$ cat src/rtl/sad_accum_select.sv
// Accumulates 25 candidate line SADs over an inner block, then scans them sequentially
// for the minimum. Reports the minimum's index and its signed quarter-pel offset.
//
// state     | meaning
// ----------+-----------------------------------------------------------
// ST_ACCUM  | accepting lines, acc[] built up over LINES transfers
// ST_SEARCH | 25-cycle scan of acc[] for the minimum, one entry per cycle
// ST_DONE   | result presented, waiting for out_ready
module sad_accum_select #(
    parameter int LINES  = 6,
    parameter int PIX    = 6,
    parameter int DATA_W = 8,
    parameter int SAD_W  = 14
) (
    input  logic                     clk,
    input  logic                     rst,
    input  logic                     in_valid,
    output logic                     in_ready,
    input  logic [25*PIX*DATA_W-1:0] diff_all,
    output logic                     out_valid,
    input  logic                     out_ready,
    output logic [SAD_W-1:0]         best_sad,
    output logic [4:0]               best_idx,
    output logic [2:0]               best_dy,
    output logic [2:0]               best_dx
);

    localparam int         NCAND    = 25;
    localparam int         LC_W     = (LINES > 1) ? $clog2(LINES) : 1;
    localparam logic [4:0] CENTRE   = 5'd12;
    localparam logic [4:0] LAST_PTR = 5'd24;

    localparam logic [1:0] ST_ACCUM  = 2'd0;
    localparam logic [1:0] ST_SEARCH = 2'd1;
    localparam logic [1:0] ST_DONE   = 2'd2;

    logic [1:0]       state;
    logic [LC_W-1:0]  line_cnt;
    logic [4:0]       ptr;
    logic [SAD_W-1:0] acc      [NCAND];
    logic [SAD_W-1:0] line_sum [NCAND];
    logic [SAD_W-1:0] run_best;
    logic [4:0]       run_idx;
    logic [SAD_W-1:0] cmp_base;
    logic [4:0]       base_idx;
    logic [SAD_W-1:0] cmp_val;
    logic [SAD_W-1:0] next_best;
    logic [4:0]       next_idx;
    logic             take_line;
    logic             line_first;
    logic             line_last;
    logic [2:0]       best_row;
    logic [2:0]       best_col;

    assign in_ready   = (state == ST_ACCUM);
    assign out_valid  = (state == ST_DONE);
    assign take_line  = in_valid & in_ready;
    assign line_first = (line_cnt == '0);
    assign line_last  = (line_cnt == LC_W'(LINES - 1));

    // Summing directly at SAD_W keeps the wrap behaviour identical to a wide sum truncated later.
    always_comb begin
        for (int k = 0; k < NCAND; k++) begin
            line_sum[k] = '0;
            for (int p = 0; p < PIX; p++) begin
                line_sum[k] = line_sum[k] + SAD_W'(diff_all[(k*PIX + p)*DATA_W +: DATA_W]);
            end
        end
    end

    // First line of a block overwrites, so no separate clear cycle is needed.
    always_ff @(posedge clk) begin
        if (take_line) begin
            for (int k = 0; k < NCAND; k++) begin
                acc[k] <= line_first ? line_sum[k] : acc[k] + line_sum[k];
            end
        end
    end

    // Seeding with the centre plus a strict compare gives the centre-first, then lowest-index tie rule.
    always_comb begin
        cmp_base  = (ptr == '0) ? acc[CENTRE] : run_best;
        base_idx  = (ptr == '0) ? CENTRE : run_idx;
        cmp_val   = acc[ptr];
        next_best = cmp_base;
        next_idx  = base_idx;
        if (cmp_val < cmp_base) begin
            next_best = cmp_val;
            next_idx  = ptr;
        end
    end

    always_ff @(posedge clk) begin
        if (rst) begin
            state    <= ST_ACCUM;
            line_cnt <= '0;
            ptr      <= '0;
            run_best <= '0;
            run_idx  <= CENTRE;
            best_sad <= '0;
            best_idx <= CENTRE;
        end else begin
            case (state)
                ST_ACCUM: begin
                    if (take_line) begin
                        if (line_last) begin
                            line_cnt <= '0;
                            ptr      <= '0;
                            state    <= ST_SEARCH;
                        end else begin
                            line_cnt <= line_cnt + 1'b1;
                        end
                    end
                end
                ST_SEARCH: begin
                    run_best <= next_best;
                    run_idx  <= next_idx;
                    if (ptr == LAST_PTR) begin
                        ptr      <= '0;
                        best_sad <= next_best;
                        best_idx <= next_idx;
                        state    <= ST_DONE;
                    end else begin
                        ptr <= ptr + 5'd1;
                    end
                end
                ST_DONE: begin
                    if (out_ready) begin
                        state <= ST_ACCUM;
                    end
                end
                default: begin
                    state <= ST_ACCUM;
                end
            endcase
        end
    end

    // Offsets follow the registered index, so they inherit its stability and reset value (12 -> 0,0).
    assign best_row = 3'(best_idx / 5'd5);
    assign best_col = 3'(best_idx % 5'd5);
    assign best_dy  = best_row - 3'd2;
    assign best_dx  = best_col - 3'd2;

endmodule

$ cat config.mk
export PLATFORM = sky130hd
export DESIGN_NAME = sad_accum_select
export DESIGN_NICKNAME = d
export VERILOG_FILES = /design/src/rtl/sad_accum_select.sv
export SDC_FILE = /design/constraint.sdc
export NUM_CORES = 2
export LEC_CHECK = 0
export BUFFER_PORTS_ARGS = -buffer_cell sky130_fd_sc_hd__buf_4
export CAP_MARGIN = 20
export CORE_AREA = 2 2 486 488
export DETAILED_ROUTE_END_ITERATION = 7
export DIE_AREA = 0 0 488 490
export GPL_ROUTABILITY_DRIVEN = 0
export PLACE_DENSITY_LB_ADDON = 0.05
export SYNTH_ARGS = -nofsm -noshare
export SYNTH_HDL_FRONTEND = slang
export SYNTH_SLANG_ARGS = --single-unit
$ cat constraint.sdc
create_clock -name clk -period 72.3 [get_ports clk]
set_clock_uncertainty 0.15 [all_clocks]
set_input_delay 3.615 -clock clk [delete_from_list [all_inputs] [get_ports clk]]
set_output_delay 3.615 -clock clk [all_outputs]
set_load 0.05 [all_outputs]
==> results.ini <==
[status]
status = finished clean

[clock_tree]
cts.path.max_buffers = 3
htree_levels = 2
cts_resized = 0
post_cts_buffers = 0
cts_hold_buf = 0
cts_made_buffers = 61
clkLatencyLatePin_ns = 0.67
clock-sinks = 403
clk_pin_slew_ns = 0.06
cts_root_buf = clkbuf_16
cts_tree = done

[sta]
fin_ws_ns = 63.84
finalCriticalPeriod_ns = 8.46
finalSetupViolCount = 0
worst_pin_slew_ns = 1.09
slew_viol_final = 0
rsz0062_at_grt = no
fin_setup_tns_ns = 0
hold_viol_final = 0
max_freq_ghz = 0.118
slew_headroom_pct = 27.1
period_share_pct = 11.7

[grt]
grt_usage_pct = 16.3
top_usage_layer = met2
use_met3_pct = 2.56
antenna_found_initial = 8
overflow = 0
grt_pass1_wl_um = 300000
groute.layer.met2.usage_pct = 29.4
grt_pass1_vias = 50700
met1_usage_pct = 20.6
grt_max_degree = 147

[floorplan]
dieArea_mm2 = 0.239
start_util_pct = 26.3
ios = 1231
core_mm2 = 0.234
dieHeight_um = 490
rows = 178
dieWidth_um = 488

[setup_path]
worstReg2RegEnd = best_idx[0]
start_kind = primary input
crit_type = primary input to register
crit_path_end_kind = register
r2r_cells = 16
worst-path-max-fanout = 3
regToRegSetupSlack_ns = 65.65
crit_end = acc[23][13]
critPathRequiredTime_ns = 72.53
startpoint = diff_all[1131]
cp.arrival_ns = 8.69

[synthesis]
syn_area_mm2 = 0.0615
syn_area_per_cell_um2 = 9.20
synthFlopType = edfxtp_1
synth-seq-cells = 403
postSynthCellCount = 6681
synth.yosys.warnings = 0
synth-edff-count = 350
synth_cell_type_count = 58
yosysSeqAreaShare_pct = 18.8
syn_nets = 9253
ys_async_sr_fraction_pct = 0

[cells_and_area]
nNetsFinal = 10400
instances_no_fill = 11100
area_growth_pct = 24.0
fillers = 24600
multi_input_area_mm2 = 0.0422
drive_gt1_share_pct = 18.8
register_area_mm2 = 0.0116

[pwr]
leakage_nw = 38.1
power_density_mw_per_mm2 = 53.9
vdd_drop_max_v = 0.0000234

[routing]
ant_nets = 0
drt-total-wl_um = 197000
wl_per_cell_um = 17.8
first_pass_iters = 5
num_vias = 47400
drt-vias-per-instance = 4.28
drc = 0
drtIter0Drc = 1786

[place]
dp_hpwl_um = 170000
placedCellCount = 11000
portBuffers = 1230
place_ws_ns = 63.17

[job]
cap_violations = 0

[worst_hold_path]
worstHoldPathType = register to register

## routing by layer
metal	vias up	share of wire, %	routed length (µm)
met5	-	0.0066	13
met4	2	1.7	3360
met3	128	4.8	9450
met2	920	51	100000
met1	22800	43	84000
li1	23500	-	-
## metrics by stage
| stage | area, µm² | power [W] | util (%) | hold WS, ns |
|---|---|---|---|---|
| after detailed placement | 74400 | 0.00385 | 31.8 | 0.340 |
| after global placement | 74400 | 0.00384 | 31.8 | 0.337 |
| after CTS | 76200 | 0.00418 | 32.6 | 0.357 |
| final | 76200 | 0.00411 | 32.6 | 0.359 |
| after floorplan | 61500 | 0.00305 | - | 0.322 |
| after global routing | 76200 | 0.00462 | 32.6 | 0.393 |
## logic make-up (layout without fill, tap and decap cells)
logic type               count (synthesis)  in the layout  share of synthesized area, %
other                                    0              3                             0
multiplexers                           181            181                          4.69
AO/OA/AOI/OAI                         1041           1041                          10.6
adder cells (fa/ha/maj)               1368           1368                          37.9
buffers and inverters                 2049           3286                          12.6
flip-flops                             403            403                          18.8
AND/OR/NAND/NOR                       1233           1233                          9.65
XOR/XNOR                               406            406                          5.78
## how the worst min path moves through the flow
stage | endpoint | slack, ns | cells after the start | start
floorplan | run_best[0] | 0.32 | 2 | run_best[0]
global placement | run_best[2] | 0.34 | 2 | run_best[2]
detailed placement | run_best[6] | 0.34 | 2 | run_best[6]
CTS | run_best[6] | 0.36 | 2 | run_best[6]
global route | run_best[0] | 0.39 | 2 | run_best[0]
finish | run_best[4] | 0.36 | 2 | run_best[4]
## cells in the final DEF, fill, tap and decap left out, types with 26 or more instances in the layout
cell type and instances:
ha_1 543, nand2_1 361, o31ai_1 41, nor3b_1 67, inv_1 1919, mux2i_1 64, nor2_1 408, a21oi_1 364
xnor2_1 336, dfxtp_1 50, a31oi_1 26, fa_1 825, buf_4 1253, nand3b_1 33, nor2b_1 53, mux4_2 82
o21bai_1 103, xor2_1 70, o21ai_0 187, mux2_2 35, nand3_1 49, nor4_1 45, nor3_1 46, edfxtp_1 350
or3_1 41, nand2b_1 44, clkbuf_16 61, o311ai_0 31, a21o_1 149, o21a_1 37
## sequential cells by signal (all words and copies together) (netlist names), named ones only
| register | count |
|---|---|
| line_cnt | 3 |
| best_idx | 5 |
| run_best | 14 |
| best_sad | 14 |
| acc | 350 |
| state | 2 |
| run_idx | 5 |
| ptr | 5 |
## Yosys cell counts (4+ instances only)
library cell     n  area, µm²
dfxtp_1         53       1060
inv_1         1919       7200
a2111oi_0       25        219
xnor2_1        336       2940
nand2_1        361       1360
mux2i_1         64        641
nor3_1          47        235
xor2_1          70        613
nor2_1         408       1530
mux2_2          35        394
a21o_1         149       1120
buf_1           16       60.1
or4b_2          20        200
a22oi_1         23        173
buf_2           13       65.1
or3_1           42        263
o311ai_0        31        272
nand2b_1        44        275
a31oi_1         26        163
nand3_1         49        245
edfxtp_1       350      10500
or2_2            5       31.3
fa_1           825      16500
o21bai_1       103        773
o22ai_1         15       93.8
nor4_1          45        282
nor3b_1         68        510
and2_1          23        144
a211oi_1         4       30.0
ha_1           543       6790
a41oi_1         23        201
or4_1           21        158
mux4_2          82       1850
o31ai_1         41        308
a21oi_1        364       1820
o21a_1          37        278
clkbuf_1        99        372
nand3b_1        33        248
o21ai_0        187        936
nor2b_1         53        332
## where the power goes
part,internal (W),total (W),switching [W]
Sequential,0.000438,0.000541,0.000103
Clock,0.000169,0.000295,0.000126
Combinational,0.00148,0.00328,0.00180
Total,0.00208,0.00411,0.00203
## critical path, cell delays in order
cell and delay [ns]:
buf_4 0.08, inv_1 0.05, fa_1 0.75, inv_1 0.12
fa_1 0.54, inv_1 0.05, fa_1 0.47, inv_1 0.07
fa_1 0.40, a21o_1 0.18, a21oi_1 0.22, o21bai_1 0.10
a21oi_1 0.24, xnor2_1 0.23, ha_1 0.30, a21o_1 0.18
a2111oi_0 0.55, o31ai_1 0.30, a21oi_1 0.20, nor3b_1 0.06
## area by class of cell
type	instances	share of cell area (%)
clock inverters	31	0.292
inverters	1919	9.45
diodes	3	0.00985
flip-flops and latches	403	15.2
clock buffers	82	2.17
multi-input cells	4229	55.4
well taps	3150	5.17
repair buffers	1254	12.4
Note: power is estimated with default switching activity, not from simulation.
